`src/rtl/rv_pkg.sv`:
```
// Shared encodings for the RV32I decode/execute slice: opcodes, ALU ops and
// immediate/result select codes, plus the funct3 -> ALU op mapping.
package rv_pkg;

  localparam logic [6:0] OP_R      = 7'b0110011;
  localparam logic [6:0] OP_I      = 7'b0010011;
  localparam logic [6:0] OP_LOAD   = 7'b0000011;
  localparam logic [6:0] OP_STORE  = 7'b0100011;
  localparam logic [6:0] OP_BRANCH = 7'b1100011;
  localparam logic [6:0] OP_JAL    = 7'b1101111;
  localparam logic [6:0] OP_JALR   = 7'b1100111;
  localparam logic [6:0] OP_LUI    = 7'b0110111;

  typedef enum logic [3:0] {
    ALU_ADD  = 4'd0,
    ALU_SUB  = 4'd1,
    ALU_AND  = 4'd2,
    ALU_OR   = 4'd3,
    ALU_XOR  = 4'd4,
    ALU_SLT  = 4'd5,
    ALU_SLTU = 4'd6,
    ALU_SLL  = 4'd7,
    ALU_SRL  = 4'd8,
    ALU_SRA  = 4'd9
  } alu_op_e;

  typedef enum logic [2:0] {
    IMM_I = 3'd0,
    IMM_S = 3'd1,
    IMM_B = 3'd2,
    IMM_J = 3'd3,
    IMM_U = 3'd4
  } imm_src_e;

  typedef enum logic [1:0] {
    RES_ALU  = 2'd0,
    RES_LOAD = 2'd1,
    RES_PC4  = 2'd2
  } result_src_e;

  // alt selects sub for funct3 000 and sra for funct3 101.
  function automatic alu_op_e alu_dec(input logic [2:0] funct3, input logic alt);
    case (funct3)
      3'b000:  return alt ? ALU_SUB : ALU_ADD;
      3'b001:  return ALU_SLL;
      3'b010:  return ALU_SLT;
      3'b011:  return ALU_SLTU;
      3'b100:  return ALU_XOR;
      3'b101:  return alt ? ALU_SRA : ALU_SRL;
      3'b110:  return ALU_OR;
      default: return ALU_AND;
    endcase
  endfunction

endpackage

```
`src/rtl/rv_ctrl_dec.sv`:
```
// Combinational main controller: opcode/funct3/funct7[5] to control signals.
// Illegal encodings suppress every side effect and report imm_src = I.
module rv_ctrl_dec (
  input  logic [6:0] opcode,
  input  logic [2:0] funct3,
  input  logic       funct7_b5,
  output logic [2:0] imm_src,
  output logic       reg_write,
  output logic [1:0] result_src,
  output logic       mem_write,
  output logic [3:0] alu_op,
  output logic       src_a_zero,
  output logic       src_b_imm,
  output logic       branch,
  output logic       jump,
  output logic       jalr,
  output logic       illegal
);
  import rv_pkg::*;

  always_comb begin
    imm_src    = IMM_I;
    reg_write  = 1'b0;
    result_src = RES_ALU;
    mem_write  = 1'b0;
    alu_op     = ALU_ADD;
    src_a_zero = 1'b0;
    src_b_imm  = 1'b0;
    branch     = 1'b0;
    jump       = 1'b0;
    jalr       = 1'b0;
    illegal    = 1'b0;
    case (opcode)
      OP_R: begin
        reg_write = 1'b1;
        alu_op    = alu_dec(funct3, funct7_b5);
        illegal   = funct7_b5 && (funct3 != 3'b000) && (funct3 != 3'b101);
      end
      OP_I: begin
        // Upper immediate bits only mean "arithmetic" for srai; addi never subtracts.
        reg_write = 1'b1;
        src_b_imm = 1'b1;
        alu_op    = alu_dec(funct3, funct7_b5 && (funct3 == 3'b101));
        illegal   = (funct3 == 3'b001) && funct7_b5;
      end
      OP_LOAD: begin
        reg_write  = 1'b1;
        result_src = RES_LOAD;
        src_b_imm  = 1'b1;
        illegal    = (funct3 != 3'b010);
      end
      OP_STORE: begin
        mem_write = 1'b1;
        src_b_imm = 1'b1;
        imm_src   = IMM_S;
        illegal   = (funct3 != 3'b010);
      end
      OP_BRANCH: begin
        branch  = 1'b1;
        imm_src = IMM_B;
        case (funct3[2:1])
          2'b00:   alu_op  = ALU_SUB;
          2'b10:   alu_op  = ALU_SLT;
          2'b11:   alu_op  = ALU_SLTU;
          default: illegal = 1'b1;
        endcase
      end
      OP_JAL: begin
        jump       = 1'b1;
        reg_write  = 1'b1;
        result_src = RES_PC4;
        imm_src    = IMM_J;
      end
      OP_JALR: begin
        jump       = 1'b1;
        jalr       = 1'b1;
        reg_write  = 1'b1;
        result_src = RES_PC4;
        illegal    = (funct3 != 3'b000);
      end
      OP_LUI: begin
        reg_write  = 1'b1;
        src_a_zero = 1'b1;
        src_b_imm  = 1'b1;
        imm_src    = IMM_U;
      end
      default: illegal = 1'b1;
    endcase
    if (illegal) begin
      imm_src    = IMM_I;
      reg_write  = 1'b0;
      result_src = RES_ALU;
      mem_write  = 1'b0;
      branch     = 1'b0;
      jump       = 1'b0;
      jalr       = 1'b0;
    end
  end

endmodule

```
`src/rtl/rv_decode_exec.sv`:
```
// RV32I decode/execute slice: controller, ALU, PC+4 and redirect adders feeding
// a 1-cycle registered EX/MEM stage (flush beats stall beats load).
module rv_decode_exec #(
  parameter int XLEN = 32
) (
  input  logic            clk,
  input  logic            rst_n,
  input  logic            stall,
  input  logic            flush,
  input  logic [XLEN-1:0] instr,
  input  logic [XLEN-1:0] pc,
  input  logic [XLEN-1:0] rs1_data,
  input  logic [XLEN-1:0] rs2_data,
  input  logic [XLEN-1:0] imm,
  output logic [2:0]      imm_src,
  output logic            reg_write,
  output logic [1:0]      result_src,
  output logic            mem_write,
  output logic [XLEN-1:0] alu_result,
  output logic [XLEN-1:0] write_data,
  output logic [XLEN-1:0] pc_plus_4,
  output logic [XLEN-1:0] pc_target,
  output logic            pc_src,
  output logic            zero,
  output logic            illegal
);
  import rv_pkg::*;

  logic            c_reg_write, c_mem_write, c_illegal;
  logic [1:0]      c_result_src;
  logic [3:0]      alu_op;
  logic            src_a_zero, src_b_imm, branch, jump, jalr;
  logic [XLEN-1:0] src_a, src_b, alu_res, target_sum, target, pc4;
  logic [4:0]      shamt;
  logic            alu_zero, cond, taken;
  logic            unused_bits;

  assign unused_bits = ^{instr[31], instr[29:15], instr[11:7]};

  rv_ctrl_dec u_ctrl (
    .opcode     (instr[6:0]),
    .funct3     (instr[14:12]),
    .funct7_b5  (instr[30]),
    .imm_src    (imm_src),
    .reg_write  (c_reg_write),
    .result_src (c_result_src),
    .mem_write  (c_mem_write),
    .alu_op     (alu_op),
    .src_a_zero (src_a_zero),
    .src_b_imm  (src_b_imm),
    .branch     (branch),
    .jump       (jump),
    .jalr       (jalr),
    .illegal    (c_illegal)
  );

  assign src_a = src_a_zero ? '0 : rs1_data;
  assign src_b = src_b_imm ? imm : rs2_data;
  assign shamt = src_b[4:0];

  always_comb begin
    case (alu_op)
      ALU_ADD:  alu_res = src_a + src_b;
      ALU_SUB:  alu_res = src_a - src_b;
      ALU_AND:  alu_res = src_a & src_b;
      ALU_OR:   alu_res = src_a | src_b;
      ALU_XOR:  alu_res = src_a ^ src_b;
      ALU_SLT:  alu_res = {{(XLEN-1){1'b0}}, $signed(src_a) < $signed(src_b)};
      ALU_SLTU: alu_res = {{(XLEN-1){1'b0}}, src_a < src_b};
      ALU_SLL:  alu_res = src_a << shamt;
      ALU_SRL:  alu_res = src_a >> shamt;
      ALU_SRA:  alu_res = XLEN'($signed(src_a) >>> shamt);
      default:  alu_res = '0;
    endcase
  end

  assign alu_zero = (alu_res == '0);
  // funct3[2] picks the compare result over zero; funct3[0] inverts the sense.
  assign cond  = instr[14] ? alu_res[0] : alu_zero;
  assign taken = jump | (branch & (cond ^ instr[12]));

  assign target_sum = (jalr ? rs1_data : pc) + imm;
  assign target     = jalr ? {target_sum[XLEN-1:1], 1'b0} : target_sum;
  assign pc4        = pc + XLEN'(4);

  always_ff @(posedge clk or negedge rst_n) begin
    if (!rst_n) begin
      reg_write  <= 1'b0;
      result_src <= 2'b00;
      mem_write  <= 1'b0;
      alu_result <= '0;
      write_data <= '0;
      pc_plus_4  <= '0;
      pc_target  <= '0;
      pc_src     <= 1'b0;
      zero       <= 1'b0;
      illegal    <= 1'b0;
    end else if (flush) begin
      reg_write  <= 1'b0;
      result_src <= 2'b00;
      mem_write  <= 1'b0;
      alu_result <= '0;
      write_data <= '0;
      pc_plus_4  <= '0;
      pc_target  <= '0;
      pc_src     <= 1'b0;
      zero       <= 1'b0;
      illegal    <= 1'b0;
    end else if (!stall) begin
      reg_write  <= c_reg_write;
      result_src <= c_result_src;
      mem_write  <= c_mem_write;
      alu_result <= alu_res;
      write_data <= rs2_data;
      pc_plus_4  <= pc4;
      pc_target  <= target;
      pc_src     <= taken;
      zero       <= alu_zero;
      illegal    <= c_illegal;
    end
  end

endmodule

```
`config.mk`:
```
export PLATFORM = sky130hd
export DESIGN_NAME = rv_decode_exec
export DESIGN_NICKNAME = d
export VERILOG_FILES = /design/src/rtl/rv_pkg.sv /design/src/rtl/rv_ctrl_dec.sv /design/src/rtl/rv_decode_exec.sv
export SDC_FILE = /design/constraint.sdc
export NUM_CORES = 1
export LEC_CHECK = 0
export BUFFER_PORTS_ARGS = -buffer_cell sky130_fd_sc_hd__buf_4
export CORE_ASPECT_RATIO = 1.75
export CORE_MARGIN = 4
export CORE_UTILIZATION = 43
export CTS_BUF_LIST = sky130_fd_sc_hd__clkbuf_16
export DETAILED_ROUTE_END_ITERATION = 8
export GPL_TIMING_DRIVEN = 0
export SETUP_SLACK_MARGIN = 0.1
export SLEW_MARGIN = 20
export SYNTH_ARGS = -nofsm -noshare
export SYNTH_HDL_FRONTEND = slang
export SYNTH_SLANG_ARGS = --single-unit
```
`constraint.sdc`:
```
create_clock -name clk -period 6.7 [get_ports clk]
set_input_delay 1.005 -clock clk [delete_from_list [all_inputs] [get_ports clk]]
set_output_delay 1.005 -clock clk [all_outputs]
set_load 0.02 [all_outputs]
```
==> metrics, run 1 <==
Ys Warns=0; num ports=302; synthesis-stage register bit count=135; cts bufs inserted=17; syn avg cell area=7.111 sq um; Total Routing Usage GR=54.53%; # H-tree levels=4; GPL Wtd Cong=1.274; Die W=165.3 microns; PortBufs=276; Final HPWL DP=101800 microns; post-synthesis sequential area ratio=18.15%; Post-synth EDFFs=0; first-pass GRT wire length=187100 microns; Core Rows=100; pin count of the biggest net entering global routing=98; Run Error=[ERROR GRT-0116] Global routing finished with congestion. Check the congestion regions in the DRC Viewer.; Fail Step=5_1_grt; DP Area=21550 sq um; Die Y=283.3 microns; gr ovfl total=3; cell area after synthesis=18620 sq um; Syn Inst Count=2618; synthesized net count=2916; clk sinks=135; clk buf depth=2; clock tree root buffer cell=clkbuf_16; ys flop type=dfrtp_1; vias in the first global route=26410; Initial Util=43.64%; status=stopped before the end; fraction of registers with async set or reset after synthesis=100.0%; post-synth cell types=99
## Yosys cell counts, types with 46 or more instances
master	instances	area (sq um)
nand2_1	193	724.4
nor3_1	97	485.5
o21ai_0	153	765.7
clkbuf_1	129	484.2
a211oi_1	54	405.4
a22oi_1	46	345.3
ha_1	131	1639
mux2i_1	61	610.6
nor2_1	353	1325
mux2_2	64	720.7
nand3_1	100	500.5
dfrtp_1	135	3378
a21oi_1	266	1331
inv_1	121	454.2
## through the flow
stage | cells | setup WS, ps
floorplan | 2618 | 165.0
global placement | 3455 | -3758
detailed placement | 3465 | -3279
CTS | 3507 | 104.3
## metal layers
metal | GRT usage (%) | overflow
met5 | 0 | 0
met4 | 56.20 | 2
met3 | 20.91 | 0
met2 | 81.06 | 1
met1 | 55.79 | 0
## cell families after synthesis
family,Yosys count,share of synthesized area (%)
compound gates,876,31.01
xor+xnor,68,3.199
fa+ha+maj,134,9.126
buf+inv,311,6.606
flops,135,18.15
mux,126,7.231
simple gates,968,24.68
## repair_timing
action	in CTS
buffers inserted	16
hold endpoints to repair	0
cloned	0
gates resized for setup	146
hold buffers	0
pin swaps	21
endpoints found under the setup margin	54
==> run 2: changes to the inputs <==
--- a/config.mk
+++ b/config.mk
@@ -6,13 +6,11 @@
 export NUM_CORES = 1
 export LEC_CHECK = 0
 export BUFFER_PORTS_ARGS = -buffer_cell sky130_fd_sc_hd__buf_4
-export CORE_ASPECT_RATIO = 1.75
 export CORE_MARGIN = 4
-export CORE_UTILIZATION = 43
-export CTS_BUF_LIST = sky130_fd_sc_hd__clkbuf_16
+export CORE_UTILIZATION = 28
 export DETAILED_ROUTE_END_ITERATION = 8
 export GPL_TIMING_DRIVEN = 0
-export SETUP_SLACK_MARGIN = 0.1
+export PLACE_DENSITY_LB_ADDON = 0.15
 export SLEW_MARGIN = 20
 export SYNTH_ARGS = -nofsm -noshare
 export SYNTH_HDL_FRONTEND = slang
==> metrics, run 2 <==
clk sinks=135 (unchanged); RSZ-0062 raised after global routing=true; Critical Path End=zero$_DFFE_PN0P_; post-synthesis sequential area ratio=18.15% (unchanged); filler instances=7125; share of the synthesized area in the top cell type=18.15% (unchanged); fraction of registers with async set or reset after synthesis=100.0% (unchanged); clock share of power=26.5%; Skew-Pair Late Insertion Delay=450 ps; post-synth cell types=99 (unchanged); worst-path maximum fanout=19; clock transition at the registers of the reported paths=80 ps; vias in the first global route=23280; fin worst setup slack=10.16 ps; fin cells=3805; num ports=302 (unchanged); Max Freq=149.5 MHz; nets@finish=3220; Post-synth EDFFs=0 (unchanged); PortBufs=276 (unchanged); layout cells sized above 1=19.35%; most frequent cell after synthesis=nor2_1; number of DRC markers in iteration 0=2501; GPL Wtd Cong=1.062 (-17%); Initial Util=28.27% (-15 points); total power=3959 uW; final wirelength=133800 microns; Total Routing Usage GR=36.51%; synthesis-stage register bit count=135 (unchanged); leading cell types by count after synthesis=353 x nor2_1, 266 x a21oi_1, 193 x nand2_1; sw frac=46.59%; power share of the sequential group=23.2%; Die W=265.9 microns (+61%); Slew @ Worst Pin=1222 ps; WP data arrival=7060 ps; Area Overhead vs Synth=25.32%; clock tree root buffer cell=clkbuf_16; gr ovfl total=0; Internal=2114 uW; sequential cell area=3378 sq um; vias=23520; status=completed; cts bufs inserted=17 (unchanged); most common cell after layout, fill and taps aside=nor2_1; Logic pwr share=50.3%; maximum resistive drop on vdd=0.1627 mV; headroom to the max-slew limit=17.76%; wire per inst=35.16 microns; P_sw=1844 uW; pwr/cell area=169.7 nW/um^2; placed cells=3766 (+8.7%); core area=65860 sq um; R2R Setup Slk=5640 ps; CP Class=in -> reg; hold-fix buffers at CTS=0 (unchanged); # DRC=0; Syn Inst Count=2618 (unchanged); Critical Path End Type=register; Final Util=35.43%; Ys Warns=0 (unchanged); Final HPWL DP=111700 microns (+9.7%); critical path launch point type=input pin; CTS tree=done; Hold Vio Cnt, Final=0; pin count of the biggest net entering global routing=95; Worst Setup SP=instr[3]; period utilization=99.85%; synthesized net count=2916 (unchanged); CP required=7070 ps; pre-CTS setup slack=-3738 ps (-459.2 ps); commonest non-fill, non-tap cells in the layout=352 x nor2_1, 309 x buf_4, 258 x a21oi_1, 193 x nand2_1, 144 x o21ai_0; DRT antenna net count=0; Pins Over Slew Limit=0; RR Endpoint=pc_src$_DFFE_PN0P_; Pre-antenna DRT Iters=6; first-pass GRT wire length=184500 microns; drt via density=6.181; # H-tree levels=4 (unchanged); final setup violation count=0; R2R cell count=4; fin crit period=6690 ps; Max-Cap Viols=0; FF-to-FF Start=pc_src$_DFFE_PN0P_; Multi-input gate area=14590 sq um; initial antenna violation count=12; clk buf depth=2 (unchanged); DIE AREA=70680 sq um; Die Y=265.9 microns (-6.1%); Core Rows=94 (-6.0%); syn avg cell area=7.111 sq um (unchanged); top post-synthesis cells by area=dfrtp_1 18%, ha_1 8.8%, a21oi_1 7.2%; setup TNS=0 ps; Hold Crit Class=in -> async; clock skew=0 ps; Leakage=0.009973 uW; cell area after synthesis=18620 sq um (unchanged); largest area contributor in the netlist=dfrtp_1; ys flop type=dfrtp_1
==> run 2: cell counts after synthesis <==
Identical to the previous run, type by type.
==> run 2: stage by stage <==
stage	instance area (sq um)	hold slack, ps
2_1_floorplan	18630	605.8
3_3_place_gp	21780	493.8
3_5_place_dp	21940	498.8
4_1_cts	23160	442.9
5_1_grt	23320	449.4
6_report	23330	441.8
==> run 2: timing repair <==
action,CTS,global route
endpoints found under the setup margin,60,12
pin swaps,17,13
gates resized for setup,135,58
setup buffers,16,6
==> run 2: layout make-up <==
cell class,instances,share of cell area [%]
clock buffers,18,1.839
plain buffers,165,3.684
diodes,6,0.06435
multi-input cells,2172,62.53
well taps,864,4.633
flip-flops and latches,135,14.48
inverters,125,2.011
clock inverters,14,0.8044
repair buffers,306,9.953
==> run 2: cells by family after synthesis <==
logic type | share of synthesized area (%)
multiplexers | 7.231
AND/OR/NAND/NOR | 24.68
flip-flops | 18.15
adder cells (fa/ha/maj) | 9.126
buffers and inverters | 6.606
XOR/XNOR | 3.199
AO/OA/AOI/OAI | 31.01
==> run 2: power groups by stage <==
stage	Combinational (uW)	Sequential, uW	Clock (uW)
after CTS	1920	917	1060
after global routing	2080	924	1090
after global placement	1840	930	0
after floorplan	917	1000	0
final	1990	917	1050
after detailed placement	1850	933	0
==> run 2: critical path, cell delays in order <==
cell and delay [ps]:
buf_4 150, nand4bb_1 200, buf_4 210, nor3_4 230
buf_4 190, a21o_1 310, inv_1 150, clkbuf_4 310
clkbuf_4 330, ha_1 330, o311a_1 420, or3_1 340
a21oi_1 160, o21ai_0 110, xor2_1 380, o211ai_1 390
a311oi_1 550, nand4_1 190, nor4_2 250, and4_1 220
nand2_1 80, or3_1 350, a21oi_1 150
==> run 2: worst min-delay path by stage <==
stage                                       endpoint  slack (ps)  cells after the start
after floorplan            result_src[1]$_DFFE_PN0P_         610                      2
after global placement    alu_result[21]$_DFFE_PN0P_         490                      1
after detailed placement  alu_result[21]$_DFFE_PN0P_         500                      1
after CTS                   pc_plus_4[4]$_DFFE_PN0P_         440                      1
after global routing        pc_plus_4[4]$_DFFE_PN0P_         450                      1
final                       pc_plus_4[4]$_DFFE_PN0P_         440                      1
==> run 2: layer usage <==
layer	up-vias	share of wire (%)	GRT usage (%)
met4	4	6.4	19.37
met3	271	7.6	6.917
li1	10290	-	-
met2	1222	45	59.23
met5	-	0.020	0
met1	11730	41	46.06
No activity file was read; power rests on OpenSTA's default activity.
